===== src/rtl/pal_config_loader.sv =====
// Serial fuse-bitstream loader for the PAL OR plane. It assembles SIZE rows of
// NUM_INPUTS select bits, then strobes wen for one cycle so the array can latch them.
module pal_config_loader #(
  parameter int NUM_INPUTS = 5,
  parameter int SIZE       = 5
) (
  input  logic                         clk_i,
  input  logic                         rst_i,
  input  logic                         start_i,
  input  logic                         abort_i,
  input  logic                         cfg_data_i,
  input  logic                         cfg_valid_i,
  output logic                         cfg_ready_o,
  output logic [SIZE*NUM_INPUTS-1:0]   sel_o,
  output logic                         wen_o,
  output logic                         busy_o,
  output logic                         done_o
);

  localparam int N  = SIZE * NUM_INPUTS;
  localparam int BW = (NUM_INPUTS > 1) ? $clog2(NUM_INPUTS) : 1;
  localparam int RW = (SIZE > 1) ? $clog2(SIZE) : 1;

  typedef enum logic [1:0] {S_IDLE, S_LOAD, S_COMMIT, S_DONE} state_e;

  state_e            state_q, state_d;
  logic [N-1:0]      sel_q, sel_d;
  logic [BW-1:0]     bit_cnt_q, bit_cnt_d;
  logic [RW-1:0]     row_cnt_q, row_cnt_d;

  logic [NUM_INPUTS-1:0] bit_oh;
  logic [SIZE-1:0]       row_oh;
  logic [N-1:0]          wmask;
  logic                  last_bit, last_row;

  // One-hot write mask for the matrix cell addressed by the two counters.
  assign bit_oh = NUM_INPUTS'(1) << bit_cnt_q;
  assign row_oh = SIZE'(1) << row_cnt_q;

  for (genvar r = 0; r < SIZE; r++) begin : g_row
    assign wmask[r*NUM_INPUTS +: NUM_INPUTS] = row_oh[r] ? bit_oh : '0;
  end

  assign last_bit = (bit_cnt_q == BW'(NUM_INPUTS - 1));
  assign last_row = (row_cnt_q == RW'(SIZE - 1));

  always_comb begin
    state_d     = state_q;
    sel_d       = sel_q;
    bit_cnt_d   = bit_cnt_q;
    row_cnt_d   = row_cnt_q;
    cfg_ready_o = 1'b0;
    wen_o       = 1'b0;
    busy_o      = 1'b0;
    done_o      = 1'b0;
    unique case (state_q)
      S_IDLE: begin
        if (start_i) begin
          sel_d     = '0;
          bit_cnt_d = '0;
          row_cnt_d = '0;
          state_d   = S_LOAD;
        end
      end
      S_LOAD: begin
        cfg_ready_o = 1'b1;
        busy_o      = 1'b1;
        // Abort takes priority over a bit presented in the same cycle.
        if (abort_i) begin
          sel_d     = '0;
          bit_cnt_d = '0;
          row_cnt_d = '0;
          state_d   = S_IDLE;
        end else if (cfg_valid_i) begin
          sel_d = (sel_q & ~wmask) | (wmask & {N{cfg_data_i}});
          if (last_bit) begin
            bit_cnt_d = '0;
            if (last_row) begin
              row_cnt_d = '0;
              state_d   = S_COMMIT;
            end else begin
              row_cnt_d = row_cnt_q + 1'b1;
            end
          end else begin
            bit_cnt_d = bit_cnt_q + 1'b1;
          end
        end
      end
      S_COMMIT: begin
        wen_o   = 1'b1;
        busy_o  = 1'b1;
        state_d = S_DONE;
      end
      S_DONE: begin
        done_o  = 1'b1;
        state_d = S_IDLE;
      end
      default: state_d = S_IDLE;
    endcase
  end

  always_ff @(posedge clk_i) begin
    if (rst_i) begin
      state_q   <= S_IDLE;
      sel_q     <= '0;
      bit_cnt_q <= '0;
      row_cnt_q <= '0;
    end else begin
      state_q   <= state_d;
      sel_q     <= sel_d;
      bit_cnt_q <= bit_cnt_d;
      row_cnt_q <= row_cnt_d;
    end
  end

  assign sel_o = sel_q;

endmodule

===== config.mk =====
export PLATFORM = sky130hd
export DESIGN_NAME = pal_config_loader
export DESIGN_NICKNAME = d
export VERILOG_FILES = /design/src/rtl/pal_config_loader.sv
export SDC_FILE = /design/constraint.sdc
export NUM_CORES = 1
export LEC_CHECK = 0
export ABC_CLOCK_PERIOD_IN_PS = 2930
export CAP_MARGIN = 20
export CORE_MARGIN = 3
export CORE_UTILIZATION = 55
export CTS_CLUSTER_DIAMETER = 200
export CTS_CLUSTER_SIZE = 28
export DETAILED_ROUTE_END_ITERATION = 8
export MAX_ROUTING_LAYER = met4
export PLACE_DENSITY = 0.9
export SETUP_SLACK_MARGIN = 0.5
export SLEW_MARGIN = 10
export SYNTH_ARGS = -nofsm -noshare
export SYNTH_HDL_FRONTEND = slang
export SYNTH_SLANG_ARGS = --single-unit
export TNS_END_PERCENT = 1

===== constraint.sdc =====
create_clock -name clk_i -period 2.93 [get_ports clk_i]
set_input_delay 0.586 -clock clk_i [delete_from_list [all_inputs] [get_ports clk_i]]
set_output_delay 0.586 -clock clk_i [all_outputs]
set_load 0.02 [all_outputs]

==> results of run 1 <==
==> cell usage after synthesis <==
cell type  count  area [um^2]
o21a_1         2        15.01
inv_1         23        86.33
nor2_1         6        22.52
dfxtp_1       33        660.6
and4_1         1        8.760
a21oi_1       17        85.08
and2_1         5        31.28
nand2b_1       3        18.77
o22ai_1       14        87.58
nor2b_1        4        25.02
a22o_1         2        17.52
nand3_1       18        90.09
o2bb2ai_1      1        8.760
a22oi_1        2        15.01
nor3b_1        2        15.01
or4_1          2        15.01
a311oi_1       1        8.760
a41oi_1        1        8.760
nor3b_2        1        12.51
mux2i_1        1        10.01
nand2_1       25        93.84
or2_1          1        6.260
and3b_1        1        8.760
nor3_1         1        5.000
buf_2          5        25.02
a21o_1         1        7.510
nand4bb_1      1        11.26
and3_1         2        12.51
o21ai_0        7        35.03
o211ai_1       6        45.04
a32o_1         4        40.04
ha_1          15        187.7
clkbuf_1       5        18.77
==> sequential cells by signal, indices dropped and copies added (netlist names), named ones only <==
signal	cells
bit_cnt_q	3
row_cnt_q	3
state_q	1
sel_o	25
==> routing by layer <==
metal  routed length (um)  part of all wire, %
met5                    0                    0
met4                  162                  3.7
met3                  274                  6.2
met2                 2102                   48
met1                 1874                   42
==> worst max-delay path by stage <==
stage / slack [ns] / cells past startpoint / startpoint / end
2_1_floorplan: 1.03 / 7 / flop / bit_cnt_q[2]$_SDFFE_PP0P_
3_3_place_gp: 0.63 / 5 / cfg_valid_i / sel_o[9]$_SDFFE_PP0P_
3_5_place_dp: 0.57 / 5 / cfg_valid_i / sel_o[14]$_SDFFE_PP0P_
4_1_cts: 0.58 / 3 / state_q[0]$_SDFFE_PP0P_ / busy_o
5_1_grt: 0.52 / 3 / state_q[0]$_SDFFE_PP0P_ / busy_o
6_report: 0.57 / 3 / state_q[0]$_SDFFE_PP0P_ / busy_o
==> report_power, final <==
group | total [W] | switching [W] | leakage, nW | internal (W)
combinational | 0.000104 | 0.0000636 | 0.449 | 0.0000404
clock | 0.000428 | 0.000164 | 0.0552 | 0.000264
sequential | 0.000454 | 0.00000325 | 0.266 | 0.000451
total | 0.000986 | 0.000231 | 0.770 | 0.000756
==> critical path: cells and delay by family, from the launching register on <==
family                   cells  cell delay [ns]
adder cells (fa/ha/maj)      1             0.30
flip-flops                   1             0.41
buffers and inverters        2             0.72
==> per-stage QoR <==
stage | instances | area (um^2) | hold WS (ns) | power, W | utilization [%]
after floorplan | 213 | 1739 | 0.4839 | 0.0005345 | -
after global placement | 281 | 2103 | 0.4410 | 0.0005614 | 73.12
after detailed placement | 281 | 2103 | 0.4411 | 0.0005643 | 73.12
after CTS | 289 | 2206 | 0.4568 | 0.0009880 | 76.69
after global routing | 289 | 2206 | 0.4955 | 0.001020 | 76.69
final | 289 | 2206 | 0.4548 | 0.0009862 | 76.69
==> logic make-up after synthesis <==
kind of cell | after synthesis | share of synthesized area (%)
simple gates | 73 | 21.65
flops | 33 | 37.99
fa+ha+maj | 15 | 10.79
buf+inv | 33 | 7.482
compound gates | 58 | 21.51
mux | 1 | 0.5756
==> area by class of cell <==
cell class / count / area [um^2]
multi-input cells: 147 / 948.4
fillers: 219 / 670.6
flip-flops and latches: 33 / 660.6
repair buffers: 36 / 355.3
inverters: 23 / 86.33
clock inverters: 3 / 65.06
well taps: 42 / 52.55
clock buffers: 5 / 37.54
==> results.md, run 1 <==
- Max-capacitance violation count: 0
- Count of unresolved DRC violations after routing: 0
- Pre-CTS setup slack: 0.5652 ns
- Final slew viol count: 0
- Total power per unit cell area: 447.1 nW/um^2
- Chip Width: 62.23 um
- CP Data Arrival Time: 1.78 ns
- Resize count post-CTS: 0
- Crit share post-route: 80.61%
- Number of standard-cell rows in the floorplan: 19
- Slowest-stage cell, CP: clkdlybuf4s50_1
- Proportion of synthesized chip area in sequential cells: 37.99%
- Hold Path End: sel_o[5]$_SDFFE_PP0P_
- Number of nets still failing antenna checks after routing: 0
- Worst setup path class: flop to output pin
- Static leakage: 0.7699 nW
- Cell Chain, Critical Path: inv_1, ha_1, clkdlybuf4s50_1
- Insertion delay of the later-clocked pin in the worst-skew pair: 0.34 ns
- Status: finished, final reports clean
- Synth Instances: 213
- Post-CTS setup buffer count: 0
- Initial core utilization: 60.46%
- CP required: 2.34 ns
- Clock tree from TritonCTS: built
- Pin count of the biggest net entering global routing: 23
- Clock tree root driver cell: clkbuf_4
- Overall die area: 3873 um^2
- CTS Buf Count: 5
- Global routing usage on met2: 39.38%
- Final setup margin: 0.5682 ns
- I/O pins: 35
- Post-synthesis net count: 234
- GRT Resource Usage Total: 24.58%
- Top library cells by usage in the layout, fill and taps aside: clkdlybuf4s50_1 (34), dfxtp_1 (33), nand2_1 (25)
- Hold bufs inserted after CTS: 0
- Number of H-tree levels: 2
- Met3 usage in global routing: 4.144%
- Post-synthesis instance area: 1739 um^2
- Number of sinks on the clock net: 33
- Number of cells on the worst hold path: 2
- Critical path capture point type: output pin
- Worst Hold Launch: sel_o[5]$_SDFFE_PP0P_
- Source of the worst register-to-register timing path: state_q[0]$_SDFFE_PP0P_
- Number of endpoints with negative hold slack in the final report: 0
- Critical Path Start Type: flop
- Drt initial violations: 164
- Total inserted antenna cells: 0
- Synth cell types: 33
- Per-cell via count in the routed design: 5.869
- Cells on worst reg2reg path: 6
- Final worst clock skew: 0.008101 ns
- Register bit count reported by yosys: 33
- Slew at the pin closest to its max-slew limit: 0.7775 ns
- Setup_tns: 0 ns
- Ratio of cells with drive above 1 in the final layout: 4.453%
- Area Growth Syn to Fin: 26.83%
- Global-route congestion overflow total: 0
- Port-buffer cells: 34
- Largest fanout on the critical path: 5
- Synthesis warning total: 0
- Crit path largest cell delay: 0.61 ns
- DP Wirelength: 3036 um
- Setup repair after global routing missed its margin: no
- Routed wire length: 4414 um
- Global-route wire length before repair: 7610 um
- Final routed wire length divided by cell count: 15.27 um
- Peak VDD IR: 527.1 uV
- Setup violators final: 0
- Path type of the worst min-delay path: flop to flop
- Maximum clock frequency: 0.4234 GHz
- Core region area: 2877 um^2
- Synthesized area per cell: 8.165 um^2
- Number of buffers between clock root and the deepest sink: 2
- Capturing point of the worst reg2reg path: bit_cnt_q[2]$_SDFFE_PP0P_
- Count of nets after finishing: 267
- Setup slack of the worst register-to-register path: 0.88 ns
- Antenna violations before repair: 0
- Clock transition at path regs: 0.11 ns
- Met1 Resource Use GR: 28.76%
- Tmin final: 2.362 ns
- Routed vias: 1696
- Length of the first detailed-routing pass in iterations: 7
- Relative max-transition margin: 47.98%
- Routability Congestion: 0.8643
- Commonest non-fill, non-tap cell in the layout: clkdlybuf4s50_1
- Top Usage Layer GRT: met2
- Number of global-route vias before repair: 1747
- Vert. Die Dim: 62.23 um
No activity file was read; power rests on OpenSTA's default activity.
==> run 2: changes to the inputs <==
--- a/config.mk
+++ b/config.mk
@@ -5,15 +5,15 @@
 export SDC_FILE = /design/constraint.sdc
 export NUM_CORES = 1
 export LEC_CHECK = 0
-export ABC_CLOCK_PERIOD_IN_PS = 2930
+export ABC_CLOCK_PERIOD_IN_PS = 2300
 export CAP_MARGIN = 20
 export CORE_MARGIN = 3
-export CORE_UTILIZATION = 55
+export CORE_UTILIZATION = 51
 export CTS_CLUSTER_DIAMETER = 200
 export CTS_CLUSTER_SIZE = 28
 export DETAILED_ROUTE_END_ITERATION = 8
 export MAX_ROUTING_LAYER = met4
-export PLACE_DENSITY = 0.9
+export PLACE_DENSITY = 0.84
 export SETUP_SLACK_MARGIN = 0.5
 export SLEW_MARGIN = 10
 export SYNTH_ARGS = -nofsm -noshare
==> constraint.sdc (replaced) <==
create_clock -name clk_i -period 2.3 [get_ports clk_i]
set_input_delay 0.46 -clock clk_i [delete_from_list [all_inputs] [get_ports clk_i]]
set_output_delay 0.46 -clock clk_i [all_outputs]
set_load 0.02 [all_outputs]
==> results.md, run 2 (synthesis results as in run 1) <==
- Cell Chain, Critical Path: inv_1, ha_1, dlygate4sd2_1 (was inv_1, ha_1, clkdlybuf4s50_1)
- Critical path capture point type: output pin (unchanged)
- Count of nets after finishing: 273 (was 267)
- Core region area: 3153 um^2 (was 2877 um^2)
- Port-buffer cells: 34 (unchanged)
- Sw frac: 26.32% (was 23.38%)
- Final worst clock skew: 0.01012 ns (was 0.008101 ns)
- Final slew viol count: 0 (unchanged)
- Total inserted antenna cells: 0 (unchanged)
- Vert. Die Dim: 64.40 um (was 62.23 um)
- Number of buffers between clock root and the deepest sink: 2 (unchanged)
- CP Data Arrival Time: 1.35 ns (was 1.78 ns)
- Setup violators final: 0 (unchanged)
- Initial core utilization: 55.16% (was 60.46%)
- Insertion delay of the later-clocked pin in the worst-skew pair: 0.35 ns (was 0.34 ns)
- Routability Congestion: 0.8465 (was 0.8643)
- Number of sinks on the clock net: 33 (unchanged)
- Static leakage: 0.8029 nW (was 0.7699 nW)
- Clock tree from TritonCTS: built (unchanged)
- CTS Buf Count: 5 (unchanged)
- Chip Width: 64.40 um (was 62.23 um)
- Part of the power in registers: 54.1% (was 46.1%)
- Crit path largest cell delay: 0.37 ns (was 0.61 ns)
- Global-route wire length before repair: 6851 um (was 7610 um)
- Total power per unit cell area: 471.7 nW/um^2 (was 447.1 nW/um^2)
- Internal power summed over all cells: 0.0007888 W (was 0.0007556 W)
- Clock tree root driver cell: clkbuf_4 (unchanged)
- Clock power share: 31.3% (was 43.4%)
- Routed wire length: 4304 um (was 4414 um)
- Slew at the pin closest to its max-slew limit: 0.3621 ns (was 0.7775 ns)
- Slowest-stage cell, CP: dfxtp_4 (was clkdlybuf4s50_1)
- Net Switching: 0.0002818 W (was 0.0002306 W)
- Peak VDD IR: 387.8 uV (was 527.1 uV)
- Status: finished, final reports clean (unchanged)
- Global-route congestion overflow total: 0 (unchanged)
- Combinational share of power: 14.6% (was 10.5%)
- Commonest non-fill, non-tap cell in the layout: dfxtp_1 (was clkdlybuf4s50_1)
- Worst hold slack: 0.4551 ns (was 0.4548 ns)
- Drt initial violations: 153 (was 164)
- Antenna violations before repair: 0 (unchanged)
- Final routed wire length divided by cell count: 14.54 um (was 15.27 um)
- Number of H-tree levels: 2 (unchanged)
- Design area: 2270 um^2 (was 2206 um^2)
- DP Wirelength: 2976 um (was 3036 um)
- Setup repair after global routing missed its margin: yes (was no)
- Number of endpoints with negative hold slack in the final report: 0 (unchanged)
- Pin count of the biggest net entering global routing: 20 (was 23)
- Fillers: 279 (was 219)
- Setup_tns: 0 ns (unchanged)
- Clock transition at path regs: 0.10 ns (was 0.11 ns)
- GRT Resource Usage Total: 21.90% (was 24.58%)
- Max FFs per register: 25 (unchanged)
- Count of unresolved DRC violations after routing: 0 (unchanged)
- Routed vias: 1653 (was 1696)
- Critical Path Start Type: flop (unchanged)
- Max-capacitance violation count: 0 (unchanged)
- Length of the first detailed-routing pass in iterations: 4 (was 7)
- Number of nets still failing antenna checks after routing: 0 (unchanged)
- Maximum clock frequency: 0.5516 GHz
- Crit share post-route: 78.82%
- Top library cells by usage in the layout, fill and taps aside: dfxtp_1 (31), clkdlybuf4s50_1 (30), nand2_1 (25) (was clkdlybuf4s50_1 (34), dfxtp_1 (33), nand2_1 (25))
- Per-cell via count in the routed design: 5.584 (was 5.869)
- Relative max-transition margin: 75.81% (was 47.98%)
- CP required: 1.84 ns (was 2.34 ns)
- Largest fanout on the critical path: 4 (was 5)
- Path type of the worst min-delay path: flop to flop (unchanged)
- Overall die area: 4147 um^2 (was 3873 um^2)
- Worst setup path class: flop to output pin (unchanged)
- Tmin final: 1.813 ns
- Placed Area: 2157 um^2 (was 2103 um^2)
- Area Growth Syn to Fin: 30.50% (was 26.83%)
- Ratio of cells with drive above 1 in the final layout: 10.71% (was 4.453%)
- I/O pins: 35 (unchanged)
- Number of standard-cell rows in the floorplan: 20 (was 19)
- Number of global-route vias before repair: 1554 (was 1747)
==> run 2: cell count changes in the layout (fill, tap and decap cells not counted), moves of 2 or more <==
cell / change
buf_4: +5
bufinv_16: -2
clkdlybuf4s50_1: -4
dfxtp_1: -2
dlygate4sd2_1: +3
ha_1: -4
ha_4: +3
nor2b_1: -2
nor2b_2: +2
==> run 2: stage by stage <==
| step | worst slack (ns) | std cells | utilization (%) | total power, W |
|---|---|---|---|---|
| 2_1_floorplan | 0.5015 | 213 | - | 0.0006857 |
| 3_3_place_gp | 0.2610 | 288 | 68.41 | 0.0007259 |
| 3_5_place_dp | 0.1881 | 288 | 68.41 | 0.0007296 |
| 4_1_cts | 0.3440 | 295 | 70.00 | 0.001051 |
| 5_1_grt | 0.3927 | 296 | 71.98 | 0.001122 |
| 6_report | 0.4871 | 296 | 71.98 | 0.001071 |
==> run 2: worst paths after layout <==
path | startpoint | depth (start not counted) | slack, ns | end
worst max register to register | state_q[0]$_SDFFE_PP0P_ | 6 | 0.49 | bit_cnt_q[2]$_SDFFE_PP0P_
worst min-delay path | sel_o[12]$_SDFFE_PP0P_ | 2 | 0.46 | sel_o[12]$_SDFFE_PP0P_
worst max-delay path | state_q[0]$_SDFFE_PP0P_ | 3 | 0.49 | wen_o
worst min register to register | sel_o[12]$_SDFFE_PP0P_ | 2 | 0.46 | sel_o[12]$_SDFFE_PP0P_
==> run 2: cell type report <==
class / instances / area, um^2 / share of cell area [%]
tap: 44 / 55.05 / 2.426
clock buffer: 7 / 55.05 / 2.426
multi-input combinational: 147 / 1003 / 44.21
timing repair buffer: 42 / 404.1 / 17.81
sequential: 33 / 665.6 / 29.33
inverter: 23 / 86.33 / 3.804
==> run 2: layer usage <==
metal | routed length, um | global-route usage (%) | vias up
li1 | - | - | 828
met1 | 1850 | 25.65 | 761
met2 | 2097 | 35.44 | 54
met3 | 247 | 7.381 | 10
met4 | 109 | 6.860 | 0
met5 | 0 | - | -
==> run 2: power by group through the flow <==
stage               combinational [W]  sequential, W  clock [W]
global route                 0.000171       0.000580   0.000371
detailed placement           0.000135       0.000594          0
global placement             0.000131       0.000594          0
CTS                          0.000132       0.000581   0.000337
floorplan                   0.0000923       0.000593          0
finish                       0.000156       0.000579   0.000335
==> run 2: repair_timing <==
action	in CTS	in global routing
resized for setup	4	15
buffers inserted	0	1
pin swaps	0	1
setup endpoints to repair	17	50
cloned	0	0
hold buffers	0	0
==> run 2: critical path, delay by kind of cell, from the launching register on <==
family	cells	cell delay, ns
adder cells (fa/ha/maj)	1	0.18
buffers and inverters	2	0.46
flip-flops	1	0.37
